[src/rtl/alu_issue_ctrl.sv]
// Three-phase instruction sequencer for the 8-bit ALU: decode and operand issue,
// result capture, then writeback, PC advance and branch statistics.
module alu_issue_ctrl #(
  parameter int PC_W  = 8,
  parameter int CNT_W = 16
) (
  input  logic             clock,
  input  logic             reset_n,
  input  logic             instr_valid,
  output logic             instr_ready,
  input  logic [8:0]       instr,
  output logic [7:0]       alu_a,
  output logic [7:0]       alu_b,
  output logic [3:0]       alu_func,
  output logic [2:0]       alu_spec,
  input  logic [7:0]       alu_res,
  input  logic             alu_carry,
  input  logic             alu_br,
  output logic [PC_W-1:0]  pc,
  output logic             carry_flag,
  output logic             illegal_op,
  output logic [CNT_W-1:0] num_bran_taken,
  output logic [CNT_W-1:0] num_bran_not_taken,
  input  logic [2:0]       dbg_addr,
  output logic [7:0]       dbg_data
);

  // state     | meaning
  // ST_IDLE   | ready for an instruction; accept edge registers decoded operands
  // ST_ISSUE  | operands held on the ALU; edge captures res/carry/br
  // ST_COMMIT | edge writes back, advances pc, updates flags and counters
  typedef enum logic [1:0] {
    ST_IDLE   = 2'd0,
    ST_ISSUE  = 2'd1,
    ST_COMMIT = 2'd2
  } state_t;

  typedef enum logic [1:0] {
    WB_NONE = 2'd0,
    WB_RES  = 2'd1,
    WB_A    = 2'd2,
    WB_B    = 2'd3
  } wb_sel_t;

  localparam logic [3:0] FUNC_IDLE = 4'b1111;

  state_t           state_q, state_d;
  logic [7:0]       rf_q [0:7];
  logic [7:0]       rf_d [0:7];
  logic [PC_W-1:0]  pc_q, pc_d;
  logic [CNT_W-1:0] taken_q, taken_d;
  logic [CNT_W-1:0] not_taken_q, not_taken_d;
  logic             carry_flag_q, carry_flag_d;
  logic             illegal_q, illegal_d;
  logic [7:0]       alu_a_q, alu_a_d;
  logic [7:0]       alu_b_q, alu_b_d;
  logic [3:0]       alu_func_q, alu_func_d;
  logic [2:0]       alu_spec_q, alu_spec_d;
  logic [2:0]       dest_q, dest_d;
  wb_sel_t          wb_sel_q, wb_sel_d;
  logic             is_br_q, is_br_d;
  logic             is_add_q, is_add_d;
  logic             bad_q, bad_d;
  logic [7:0]       res_q, res_d;
  logic             cout_q, cout_d;
  logic             br_q, br_d;

  logic [3:0]       op;
  logic [2:0]       ra;
  logic [2:0]       rb;
  logic [2:0]       rs;
  logic [7:0]       dec_a;
  logic [7:0]       dec_b;
  logic [2:0]       dec_spec;
  logic [2:0]       dec_dest;
  wb_sel_t          dec_wb;
  logic             dec_br;
  logic             dec_add;
  logic             dec_bad;
  logic             accept;

  assign op = instr[8:5];
  assign ra = instr[4:2];
  assign rb = {1'b0, instr[1:0]};
  assign rs = {2'b00, instr[0]};

  always_comb begin
    dec_a    = rf_q[ra];
    dec_b    = rf_q[rb];
    dec_spec = 3'b000;
    dec_dest = ra;
    dec_wb   = WB_NONE;
    dec_br   = 1'b0;
    dec_add  = 1'b0;
    dec_bad  = 1'b0;
    case (op)
      4'b0000: begin
        dec_wb  = WB_RES;
        dec_add = 1'b1;
      end
      4'b0011, 4'b0100: dec_wb = WB_RES;
      4'b0101: dec_wb = WB_B;
      4'b0110: begin
        dec_dest = rb;
        dec_wb   = WB_A;
      end
      4'b0111: begin
        dec_spec = instr[4:2];
        dec_a    = rf_q[rb];
        dec_b    = 8'h00;
        dec_dest = rb;
        case (instr[4:2])
          3'b000, 3'b001, 3'b011, 3'b100: dec_wb = WB_RES;
          default:                         dec_bad = 1'b1;
        endcase
      end
      4'b1010, 4'b1011: begin
        dec_a    = rf_q[rs];
        dec_b    = {4'b0000, instr[4:1]};
        dec_dest = rs;
        dec_wb   = WB_RES;
      end
      4'b1100, 4'b1101: dec_br = 1'b1;
      default: dec_bad = 1'b1;
    endcase
  end

  assign instr_ready = (state_q == ST_IDLE);
  assign accept      = instr_valid & instr_ready;

  always_comb begin
    state_d      = state_q;
    rf_d         = rf_q;
    pc_d         = pc_q;
    taken_d      = taken_q;
    not_taken_d  = not_taken_q;
    carry_flag_d = carry_flag_q;
    illegal_d    = illegal_q;
    alu_a_d      = alu_a_q;
    alu_b_d      = alu_b_q;
    alu_func_d   = alu_func_q;
    alu_spec_d   = alu_spec_q;
    dest_d       = dest_q;
    wb_sel_d     = wb_sel_q;
    is_br_d      = is_br_q;
    is_add_d     = is_add_q;
    bad_d        = bad_q;
    res_d        = res_q;
    cout_d       = cout_q;
    br_d         = br_q;
    case (state_q)
      ST_IDLE: begin
        if (accept) begin
          alu_a_d    = dec_a;
          alu_b_d    = dec_b;
          alu_func_d = op;
          alu_spec_d = dec_spec;
          dest_d     = dec_dest;
          wb_sel_d   = dec_wb;
          is_br_d    = dec_br;
          is_add_d   = dec_add;
          bad_d      = dec_bad;
          state_d    = ST_ISSUE;
        end
      end
      ST_ISSUE: begin
        res_d   = alu_res;
        cout_d  = alu_carry;
        br_d    = alu_br;
        state_d = ST_COMMIT;
      end
      ST_COMMIT: begin
        case (wb_sel_q)
          WB_RES:  rf_d[dest_q] = res_q;
          WB_A:    rf_d[dest_q] = alu_a_q;
          WB_B:    rf_d[dest_q] = alu_b_q;
          default: ;
        endcase
        // Branch targets come from r7; everything else falls through.
        if (is_br_q && br_q) begin
          pc_d = PC_W'(rf_q[7]);
          if (taken_q != {CNT_W{1'b1}}) taken_d = taken_q + CNT_W'(1);
        end else begin
          pc_d = pc_q + PC_W'(1);
          if (is_br_q && (not_taken_q != {CNT_W{1'b1}}))
            not_taken_d = not_taken_q + CNT_W'(1);
        end
        if (is_add_q) carry_flag_d = cout_q;
        if (bad_q) illegal_d = 1'b1;
        alu_func_d = FUNC_IDLE;
        state_d    = ST_IDLE;
      end
      default: state_d = ST_IDLE;
    endcase
  end

  always_ff @(posedge clock or negedge reset_n) begin
    if (!reset_n) begin
      state_q      <= ST_IDLE;
      for (int i = 0; i < 8; i++) rf_q[i] <= 8'h00;
      pc_q         <= '0;
      taken_q      <= '0;
      not_taken_q  <= '0;
      carry_flag_q <= 1'b0;
      illegal_q    <= 1'b0;
      alu_a_q      <= 8'h00;
      alu_b_q      <= 8'h00;
      alu_func_q   <= FUNC_IDLE;
      alu_spec_q   <= 3'b000;
      dest_q       <= 3'b000;
      wb_sel_q     <= WB_NONE;
      is_br_q      <= 1'b0;
      is_add_q     <= 1'b0;
      bad_q        <= 1'b0;
      res_q        <= 8'h00;
      cout_q       <= 1'b0;
      br_q         <= 1'b0;
    end else begin
      state_q      <= state_d;
      rf_q         <= rf_d;
      pc_q         <= pc_d;
      taken_q      <= taken_d;
      not_taken_q  <= not_taken_d;
      carry_flag_q <= carry_flag_d;
      illegal_q    <= illegal_d;
      alu_a_q      <= alu_a_d;
      alu_b_q      <= alu_b_d;
      alu_func_q   <= alu_func_d;
      alu_spec_q   <= alu_spec_d;
      dest_q       <= dest_d;
      wb_sel_q     <= wb_sel_d;
      is_br_q      <= is_br_d;
      is_add_q     <= is_add_d;
      bad_q        <= bad_d;
      res_q        <= res_d;
      cout_q       <= cout_d;
      br_q         <= br_d;
    end
  end

  assign alu_a              = alu_a_q;
  assign alu_b              = alu_b_q;
  assign alu_func           = alu_func_q;
  assign alu_spec           = alu_spec_q;
  assign pc                 = pc_q;
  assign carry_flag         = carry_flag_q;
  assign illegal_op         = illegal_q;
  assign num_bran_taken     = taken_q;
  assign num_bran_not_taken = not_taken_q;
  assign dbg_data           = rf_q[dbg_addr];

endmodule

[config.mk]
export PLATFORM = sky130hd
export DESIGN_NAME = alu_issue_ctrl
export DESIGN_NICKNAME = d
export VERILOG_FILES = /design/src/rtl/alu_issue_ctrl.sv
export SDC_FILE = /design/constraint.sdc
export NUM_CORES = 1
export LEC_CHECK = 0
export CORE_MARGIN = 5
export CORE_UTILIZATION = 60
export DETAILED_ROUTE_END_ITERATION = 7
export PLACE_DENSITY = 0.88
export SLEW_MARGIN = 10
export SYNTH_ARGS = -nofsm -noshare
export SYNTH_HDL_FRONTEND = slang
export SYNTH_SLANG_ARGS = --single-unit
export TNS_END_PERCENT = 30
[constraint.sdc]
create_clock -name clock -period 7.3 [get_ports clock]
set_clock_uncertainty 0.1 [all_clocks]
set_input_delay 1.46 -clock clock [delete_from_list [all_inputs] [get_ports clock]]
set_output_delay 1.46 -clock clock [all_outputs]
set_load 0.02 [all_outputs]
* After elaboration in Yosys (flattened, before gate mapping)
Index checks and enable logic that the tools add are counted.
W data, S select, Z words.
** Operators by class
- Order comparisons :: 6
- Mux-type cells :: 33
- Bitwise logic cells :: 7
- $add $sub $neg :: 3
- Eq/ne operators :: 20
- Reduce and logical (&&, ||, !) cells :: 21
** Operator list (number)
- $bwmux W64 :: 3
- $pmux W64 S3 :: 1
- $bmux W8 S3 :: 4
- $mux W8 :: 10
- $add A16 B1 Y16 const B :: 2
- $ne A16 B16 Y1 const B :: 2
- $pmux W8 S2 :: 2
- $demux W8 S3 :: 1
- $ge A4 B4 Y1 const B :: 5
- $eq A4 B3 Y1 const B :: 4
- $eq A4 B4 Y1 const B :: 4
- $not A3 Y4 :: 3
- $reduce_and A2 Y1 :: 5
- $reduce_or A9 Y1 :: 1
- $add A8 B1 Y8 const B :: 1
- $pmux W2 S4 :: 1
- $pmux W4 S2 :: 1
- $eq A2 B2 Y1 const B :: 3
- $pmux W3 S2 :: 1
- $reduce_and A3 Y1 :: 2
- $reduce_or A2 Y1 :: 3
- $reduce_or A5 Y1 :: 1
- $eq A2 B1 Y1 const B :: 2
- $eq A4 B2 Y1 const B :: 1
- 22 further kinds :: 27
** Word-level totals
- Register bits after elaboration :: 149
- Output and inout port bits :: 74
- Logic and storage cells :: 116
- Input port bits :: 25

* Longest topological paths before layout
Gate-level depths: netlist of the first run.
- Depth in word-level cells :: 7
- Mapped depth :: 7
- Depth with buffers taken out :: 6

* Worst setup path before layout of the first run
Ideal clock, no wire load.
- Kind :: input-to-output
- From :: input dbg_addr[0]
- To :: output dbg_data[1]
- Arrival :: 2974 ps
- Stages on the path :: 4
- Path slack :: 2766 ps
- Path buffers :: 2
- Required time :: 5740 ps
- Path through :: clkbuf_1 > buf_2 > mux4_2 > mux2_2
** Between the ends
- Longest elaborated chain between the ends :: 4
** Ends and longest elaborated chain
- from (decl) :: line 24 : input logic [2:0] dbg_addr,
- $not A3 Y4 (not written as such) :: line 250 : assign dbg_data = rf_q[dbg_addr];
- $bmux W8 S3 :: line 250
- $mux W8 (not written as such) (2 in series) :: line 250
- to (decl) :: line 25 : output logic [7:0] dbg_data
Every way passes these cells. The select of a mux whose other input is x is not followed.

* Worst setup path in the final report of the first run
- From :: input dbg_addr[0]
- To :: output dbg_data[3]
The elaborated chain is that of the path after synthesis.

==> metrics.txt, run 1 <==
maximum root-to-sink buffer count 2; cell leakage power 0.004059 uW; Vert. Die Dim 124.1 um; clock transition at the registers of the reported paths 60 ps; routed wire length per instance 22.30 um; Buffers on Ports 98; slew at the pin closest to its max-slew limit 1114 ps; worst skew pair latency 430 ps; total of cells resized after clock tree synthesis 0; sum of routed wire length over all layers 20250 um; Worst setup EP type primary output; worst IR drop on VDD 0.2225 mV; final-layout setup total negative slack 0 ps; #FFs+latches synth 149; largest driver fanout on the critical path 16; number of enable flip-flop cells after synthesis 0; n_diodes 0; largest net degree at the start of global routing 99; CTS tree yes; logic depth of the worst register-to-register path 6; setup repair after global routing missed its margin no; Final Net Count 751; routed vias/inst 6.540; gp weighted congestion 0.9216; remaining max-slew budget at the tightest pin 0.2552; via total after detailed routing 5938; unique cell type count in the Yosys netlist 53; post-route cell area 0.009404 mm2; number of placement rows 41; first-pass GRT wire length 32300 um; CP arrival 4050 ps; Min-Delay Path Depth 1; sequential cell area fraction in the yosys report 0.4782; Overflow after GRT 0; portion of the clock cycle consumed by the worst path in the final layout 0.7685; DRT Pass-1 Iters 5; DP HPWL 14010 um; type of the setup path with the least slack in -> out; die outline width 124.1 um; remaining antenna violation count after routing 0; average instance area after synthesis 12.16 um2; final critical-path required period 5610 ps; highest clock rate 178.3 MHz; required time of the critical path 5740 ps; Initial Util 0.6162; number of instances in the synthesized netlist 642; number of buffers inserted by hold repair at cts 0; critical path startpoint category input port; total count of max-transition violations in the final report 0; worst setup slack before clock tree synthesis 1655 ps; final worst setup slack 1690 ps; primary flip-flop cell chosen by synthesis mapping sky130_fd_sc_hd__dfrtp_1; top-level I/O count 99; final count of negative-setup-slack endpoints 0; layout cell share with drive strength beyond 1 0.2283; class of the tightest hold or removal check reg -> reg; count of unresolved DRC violations after routing 0; netlist area before placement 0.007807 mm2; fraction of synthesis flops using an asynchronous set or reset pin 1.000; number of buffers inserted during clock tree synthesis 17; number of violations reported at the end of detailed-routing iteration 0 570; number of warnings reported in the yosys synthesis log 0; die outline area 0.01539 mm2; max-capacitance violation count 0; Floorplan Core Area 0.01267 mm2; layout overhead on the synthesized area 20.45%; post-synthesis net count 670; CTS root buf sky130_fd_sc_hd__clkbuf_16; global routing usage summed across all routing layers 0.2790; Cell Area, Placed 0.008855 mm2; via count of the first global-routing pass 6171; run status completed; number of H-tree branching levels 4; Setup Buffers After CTS 0; initial antenna violation count 0; Hold Violations, Final 0; power per unit of standard cell area 344.2 mW/mm2; clock net sink count 149
worst max-delay path, cell delays in order:
cell and delay (ps):
sky130_fd_sc_hd__clkdlybuf4s50_1 1140, sky130_fd_sc_hd__mux4_2 590, sky130_fd_sc_hd__mux2_2 280, sky130_fd_sc_hd__clkdlybuf4s50_1 560
where the power goes:
part,switching [uW],internal (uW)
combinational,472,572
clock,326,485
sequential,304,1080
total,1100,2140
synth_stat cells (3+ instances only):
cell type                  number  area (um2)
sky130_fd_sc_hd__dfrtp_1      145        3628
sky130_fd_sc_hd__buf_2          6       30.03
sky130_fd_sc_hd__dfstp_2        4       105.1
sky130_fd_sc_hd__a21oi_1       44       220.2
sky130_fd_sc_hd__mux2i_1       20       200.2
sky130_fd_sc_hd__a221oi_1       4       35.03
sky130_fd_sc_hd__inv_1          4       15.01
sky130_fd_sc_hd__a211oi_1       3       22.52
sky130_fd_sc_hd__xnor2_1        9       78.83
sky130_fd_sc_hd__mux2_2        85       957.2
sky130_fd_sc_hd__nand3b_1       4       30.03
sky130_fd_sc_hd__o21ai_0       21       105.1
sky130_fd_sc_hd__nor3_1        10       50.05
sky130_fd_sc_hd__o22ai_1        3       18.77
sky130_fd_sc_hd__nor2_1        50       187.7
sky130_fd_sc_hd__nand4_1       10       62.56
sky130_fd_sc_hd__nand4b_1       4       35.03
sky130_fd_sc_hd__nor3b_1        3       22.52
sky130_fd_sc_hd__nand2b_1       3       18.77
sky130_fd_sc_hd__and3_1         7       43.79
sky130_fd_sc_hd__nor4_1         8       50.05
sky130_fd_sc_hd__xor2_1        22       192.7
sky130_fd_sc_hd__buf_1          5       18.77
sky130_fd_sc_hd__clkbuf_1      25       93.84
sky130_fd_sc_hd__nand2_1       35       131.4
sky130_fd_sc_hd__ha_1           3       37.54
sky130_fd_sc_hd__a22oi_1        8       60.06
sky130_fd_sc_hd__a22o_1         8       70.07
sky130_fd_sc_hd__nand3_1       19       95.09
sky130_fd_sc_hd__mux4_2        40       900.9
cells by family after synthesis:
family,share of synthesized area
DFF,0.4782
AOI/OAI and AO/OA,0.07596
adders and majority gates,0.004808
and+or+nand+nor,0.1196
xor gates and xnor gates,0.03478
buffers and inverters,0.02308
muxes,0.2636
final cells by class:
type                       count  area, um2
clock buffer                  24      471.7
multi-input combinational    451       3894
inverter                       4      15.01
tap                          172      215.2
fill                         822       3267
clock inverter                 8      77.57
timing repair buffer         100      997.2
sequential                   149       3734
stage by stage:
stage | std cells | power [uW] | utilization | hold slack [ps]
final | 908 | 3237 | 0.7422 | 395.7
after global routing | 908 | 3379 | 0.7422 | 418.7
after CTS | 908 | 3237 | 0.7422 | 391.9
after detailed placement | 876 | 2414 | 0.6988 | 370.1
after global placement | 876 | 2357 | 0.6988 | 367.1
after floorplan | 642 | 1960 | - | 349.7
metal layers:
| metal | global-route usage | routed length [um] | up-vias | part of all wire |
|---|---|---|---|---|
| met5 | 0 | 0 | - | 0 |
| met4 | 0.1342 | 771 | 0 | 0.038 |
| met3 | 0.06267 | 1741 | 74 | 0.086 |
| met2 | 0.4703 | 10170 | 340 | 0.50 |
| met1 | 0.3412 | 7568 | 2955 | 0.37 |
| li1 | - | - | 2569 | - |
cells in the final DEF (no fill, tap or decap), types with 5 or more instances in the layout:
cell type,count
sky130_fd_sc_hd__clkdlybuf4s50_1,97
sky130_fd_sc_hd__nand2_1,35
sky130_fd_sc_hd__mux2i_1,20
sky130_fd_sc_hd__xor2_1,22
sky130_fd_sc_hd__nand3_1,19
sky130_fd_sc_hd__clkbuf_1,5
sky130_fd_sc_hd__a21oi_1,44
sky130_fd_sc_hd__and3_1,7
sky130_fd_sc_hd__clkbuf_16,17
sky130_fd_sc_hd__xnor2_1,9
sky130_fd_sc_hd__o21ai_0,21
sky130_fd_sc_hd__nor3_1,10
sky130_fd_sc_hd__a22o_1,8
sky130_fd_sc_hd__nor2_1,50
sky130_fd_sc_hd__nand4_1,10
sky130_fd_sc_hd__dfrtp_1,145
sky130_fd_sc_hd__mux2_2,85
sky130_fd_sc_hd__mux4_2,40
sky130_fd_sc_hd__nor4_1,8
sky130_fd_sc_hd__a22oi_1,8
path summary, 6_finish.rpt:
path                              from                    end  slack, ps
min in group asynchronous      reset_n  num_bran_not_taken[5]       1020
max in group asynchronous      reset_n               alu_a[2]       4870
min reg2reg                 illegal_op             illegal_op        400
min                         illegal_op             illegal_op        400
max reg2reg                 state_q[1]               alu_a[0]       4520
max                        dbg_addr[0]            dbg_data[3]       1690
(Power assumes the default switching activity.)
==> run 2: changes to the inputs <==
CORE_UTILIZATION = 51   (was 60)
PLACE_DENSITY = 0.8   (was 0.88)
clock period = 4.74 ns   (was 7.3 ns; I/O delays follow)
==> metrics.txt, run 2 (synthesized netlist as in run 1, its figures left out) <==
n_diodes 0; Floorplan Core Area 0.01509 mm2; CP Cell Sequence clkdlybuf4s50_1 -> buf_4 -> mux4_2 -> mux2_2 -> clkdlybuf4s50_1; global routing usage summed across all routing layers 0.2342; CTS tree yes; clock net sink count 149; Initial Util 0.5174; number of violations reported at the end of detailed-routing iteration 0 467; number of H-tree branching levels 4; slew at the pin closest to its max-slew limit 1111 ps; post-route cell area 0.009503 mm2; portion of the clock cycle consumed by the worst path in the final layout 0.8817; overall power 5102 uW; logic depth of the worst register-to-register path 4; worst skew pair latency 420 ps; number of buffers inserted by hold repair at cts 0; buffers and inverters on the worst path 3; required time of the critical path 3690 ps; worst-case register-to-register setup slack 2190 ps; via total after detailed routing 5969; Slowest-stage cell, CP sky130_fd_sc_hd__clkdlybuf4s50_1; largest net degree at the start of global routing 84; routed wire length per instance 22.05 um; Worst setup EP type primary output; CTS root buf sky130_fd_sc_hd__clkbuf_16; DRT Pass-1 Iters 5; Critical R2R Launch wb_sel_q[1]; layout cell share with drive strength beyond 1 0.2365; Sw Pwr 1711 uW; final count of negative-setup-slack endpoints 0; gp weighted congestion 0.8854; power per unit of standard cell area 536.9 mW/mm2; worst IR drop on VDD 0.3508 mV; Buffers on Ports 98; Comb pwr share 0.317; number of buffers inserted during clock tree synthesis 17; Worst Setup SP dbg_addr[0]; leading cell type in the layout, fill and taps excluded sky130_fd_sc_hd__dfrtp_1; total of cells resized after clock tree synthesis 0; die outline area 0.01788 mm2; maximum root-to-sink buffer count 2; Vert. Die Dim 133.7 um; CP max stage delay 550 ps; CP arrival 3130 ps; routed vias/inst 6.432; first-pass GRT wire length 32790 um; cell leakage power 0.004107 uW; remaining max-slew budget at the tightest pin 0.2573; cell mode on critical path sky130_fd_sc_hd__clkdlybuf4s50_1; Setup Buffers After CTS 0; final-layout setup total negative slack 0 ps; number of placement rows 45; remaining antenna violation count after routing 0; setup repair after global routing missed its margin no; via count of the first global-routing pass 6168; run status completed; number of fill cells 1145; largest driver fanout on the critical path 16; Cell Area, Placed 0.008912 mm2; highest clock rate 239.3 MHz; top library cells by usage in the layout, fill and taps aside sky130_fd_sc_hd__dfrtp_1, sky130_fd_sc_hd__clkdlybuf4s50_1, sky130_fd_sc_hd__mux2_2, sky130_fd_sc_hd__nor2_1, sky130_fd_sc_hd__a21oi_1; Hold Violations, Final 0; crit path capture dbg_data[6]; total count of max-transition violations in the final report 0; Final Net Count 756; clock transition at the registers of the reported paths 60 ps; class of the tightest hold or removal check reg -> reg; initial antenna violation count 0; Overflow after GRT 0; cell-internal power 3392 uW; Reg power frac 0.418; final worst setup slack 560.7 ps; worst setup slack before clock tree synthesis 552.0 ps; DP HPWL 14590 um; max-capacitance violation count 0; clock network fraction of total power 0.265; critical path depth in cells 5; switching share of power 0.3353; layout overhead on the synthesized area 21.71%; sum of routed wire length over all layers 20460 um; top cell family by delay on the critical path buffers and inverters; type of the setup path with the least slack in -> out; final critical-path required period 4179 ps; count of unresolved DRC violations after routing 0; top-level I/O count 99; critical path startpoint category input port; die outline width 133.7 um
-- run 2: cell count changes in the layout (fill, tap and decap cells not counted) --
cell and delta:
sky130_fd_sc_hd__buf_4 +5, sky130_fd_sc_hd__clkinv_4 -2, sky130_fd_sc_hd__bufinv_16 +2, sky130_fd_sc_hd__clkinv_2 +2, sky130_fd_sc_hd__clkbuf_1 -3
-- run 2: worst min path at each step --
| stage | start | endpoint | slack [ps] | depth (start not counted) |
|---|---|---|---|---|
| final | illegal_op | illegal_op | 360 | 1 |
| after global routing | illegal_op | illegal_op | 400 | 1 |
| after CTS | illegal_op | illegal_op | 370 | 1 |
| after detailed placement | illegal_op | illegal_op | 360 | 1 |
| after global placement | illegal_op | illegal_op | 360 | 1 |
| after floorplan | is_add_q | is_add_q | 350 | 2 |
-- run 2: cell type report --
cell class              count  area [um2]  share of cell area
well taps                 188       235.2             0.02475
repair buffers            105        1035              0.1089
multi-input cells         451        3894              0.4097
flip-flops and latches    149        3734              0.3929
inverters                   4       15.01            0.001580
clock inverters            10       130.1             0.01369
clock buffers              21       460.4             0.04845
-- run 2: power groups by stage --
stage | Clock, uW | Sequential (uW) | Combinational (uW)
final | 1350 | 2130 | 1620
after floorplan | 0 | 2070 | 948
after detailed placement | 0 | 2130 | 1610
after global routing | 1430 | 2170 | 1730
after global placement | 0 | 2100 | 1560
after CTS | 1370 | 2110 | 1630
-- run 2: metrics by stage --
step	cells	hold WS [ps]	utilization
2_1_floorplan	642	349.7	-
3_3_place_gp	897	361.2	0.5906
3_5_place_dp	897	361.2	0.5906
4_1_cts	928	374.5	0.6298
5_1_grt	928	403.0	0.6298
6_report	928	362.9	0.6298
-- run 2: per-layer routing --
metal  vias up  share of wire  global-route usage
li1       2577              -                   -
met1      3032           0.38              0.2873
met2       302           0.52              0.4029
met3        58          0.069             0.05249
met4         0          0.034             0.09257
met5         -              0                   0
==> run 3: changes to the inputs <==
CORE_UTILIZATION = 42   (was 51)
GPL_TIMING_DRIVEN = 0   (was unset)
PLACE_DENSITY = 0.69   (was 0.8)
==> metrics.txt, run 3 (synthesized netlist as in run 1, its figures left out) <==
via count of the first global-routing pass 6051; number of buffers inserted during clock tree synthesis 17; remaining max-slew budget at the tightest pin 0.3369; count of unresolved DRC violations after routing 0; switching share of power 0.3294; Hold Violations, Final 0; gp weighted congestion 0.8338; largest net degree at the start of global routing 78; clock network fraction of total power 0.274; final standard cell count with taps included and fillers excluded 994; highest clock rate 228.0 MHz; cell-internal power 3421 uW; final-layout setup total negative slack 0 ps; clock transition at the registers of the reported paths 60 ps; largest driver fanout on the critical path 10; worst-case register-to-register setup slack 2280 ps; register cell area after layout 0.003734 mm2; global routing usage summed across all routing layers 0.1996; top library cells by usage in the layout, fill and taps aside sky130_fd_sc_hd__dfrtp_1, sky130_fd_sc_hd__clkdlybuf4s50_1, sky130_fd_sc_hd__mux2_2, sky130_fd_sc_hd__nor2_1, sky130_fd_sc_hd__a21oi_1; Initial Util 0.4302; worst IR drop on VDD 0.3503 mV; final critical-path required period 4386 ps; Final Net Count 780; Vert. Die Dim 146.3 um; routed vias/inst 5.928; total count of max-transition violations in the final report 0; DP HPWL 14940 um; routed wire length per instance 21.23 um; first-pass GRT wire length 33780 um; number of fill cells 1543; power per unit of standard cell area 529.1 mW/mm2; leading cell type in the layout, fill and taps excluded sky130_fd_sc_hd__dfrtp_1; crit path capture dbg_data[3]; n_diodes 0; die outline width 146.3 um; CTS tree yes; max-capacitance violation count 0; final worst setup slack 353.9 ps; Floorplan Core Area 0.01815 mm2; layout cell share with drive strength beyond 1 0.2353; Sw Pwr 1680 uW; critical path startpoint category input port; Reg power frac 0.400; CP arrival 3340 ps; Comb pwr share 0.327; number of placement rows 49; final count of negative-setup-slack endpoints 0; Setup Buffers After CTS 0; worst skew pair latency 430 ps; run status completed; portion of the clock cycle consumed by the worst path in the final layout 0.9253; end-of-flow core utilization 0.5314; number of buffers inserted by hold repair at cts 0; maximum root-to-sink buffer count 2; required time of the critical path 3690 ps; Overflow after GRT 0; Post-Place Cells 962; Critical R2R Launch wb_sel_q[1]; number of violations reported at the end of detailed-routing iteration 0 483; via total after detailed routing 5892; setup repair after global routing missed its margin no; type of the setup path with the least slack in -> out; layout overhead on the synthesized area 23.51%; total of cells resized after clock tree synthesis 0; Buffers on Ports 90; sum of routed wire length over all layers 21100 um; clock net sink count 149; remaining antenna violation count after routing 0; Worst setup EP type primary output; CTS root buf sky130_fd_sc_hd__clkbuf_16; logic depth of the worst register-to-register path 6; class of the tightest hold or removal check reg -> reg; top-level I/O count 99; worst setup slack before clock tree synthesis 324.0 ps; die outline area 0.02142 mm2; DRT Pass-1 Iters 7; initial antenna violation count 0; number of H-tree branching levels 4; cell leakage power 0.004153 uW; Worst Setup SP dbg_addr[1]; slew at the pin closest to its max-slew limit 987.1 ps; combined area of the multi-input logic cells 0.003894 mm2
run 3: cell count changes in the layout (fill, tap and decap cells not counted), sizes merged:
cell           delta
clkdlybuf4s50     -8
clkinv            +1
clkbuf           +28
bufinv            -1
buf               +7
clkinvlp          -2
run 3: worst max-delay path, stage by stage:
cell and delay [ps]:
sky130_fd_sc_hd__clkbuf_1 400, sky130_fd_sc_hd__buf_1 680, sky130_fd_sc_hd__mux4_2 460, sky130_fd_sc_hd__mux2_2 300, sky130_fd_sc_hd__clkdlybuf4s50_1 540
run 3: final cells by class:
type	instances	area share
tap	229	0.02971
inverter	4	0.001557
multi-input combinational	451	0.4038
timing repair buffer	91	0.09680
clock buffer	24	0.05411
clock inverter	8	0.009731
buffer	38	0.01713
sequential	149	0.3872
run 3: worst min path at each step:
stage / start / end / slack, ps / cells past startpoint
2_1_floorplan: is_add_q / is_add_q / 350 / 2
3_3_place_gp: illegal_op / illegal_op / 350 / 1
3_5_place_dp: illegal_op / illegal_op / 350 / 1
4_1_cts: illegal_op / illegal_op / 370 / 1
5_1_grt: illegal_op / illegal_op / 380 / 1
6_report: illegal_op / illegal_op / 360 / 1
run 3: power by group through the flow:
stage	Clock [uW]	Combinational, uW	Sequential, uW
after floorplan	0	948	2070
after global placement	0	1630	2010
after detailed placement	0	1670	2050
after CTS	1410	1690	2030
after global routing	1470	1790	2090
final	1400	1670	2040
run 3: layer usage:
metal  vias to the layer above  wire length [um]  global-route usage
li1                       2631                 -                   -
met1                      2989              8799              0.2612
met2                       239             10630              0.3362
met3                        33              1309             0.04152
met4                         0               366             0.06021
met5                         -                 0                   0
run 3: stage by stage:
step	hold slack, ps	total power (uW)	instance area (um2)
after detailed placement	352.3	3723	9027
after global routing	384.8	5345	9643
after floorplan	349.7	3017	7807
final	361.6	5102	9643
after CTS	366.1	5128	9643
after global placement	349.4	3644	8995
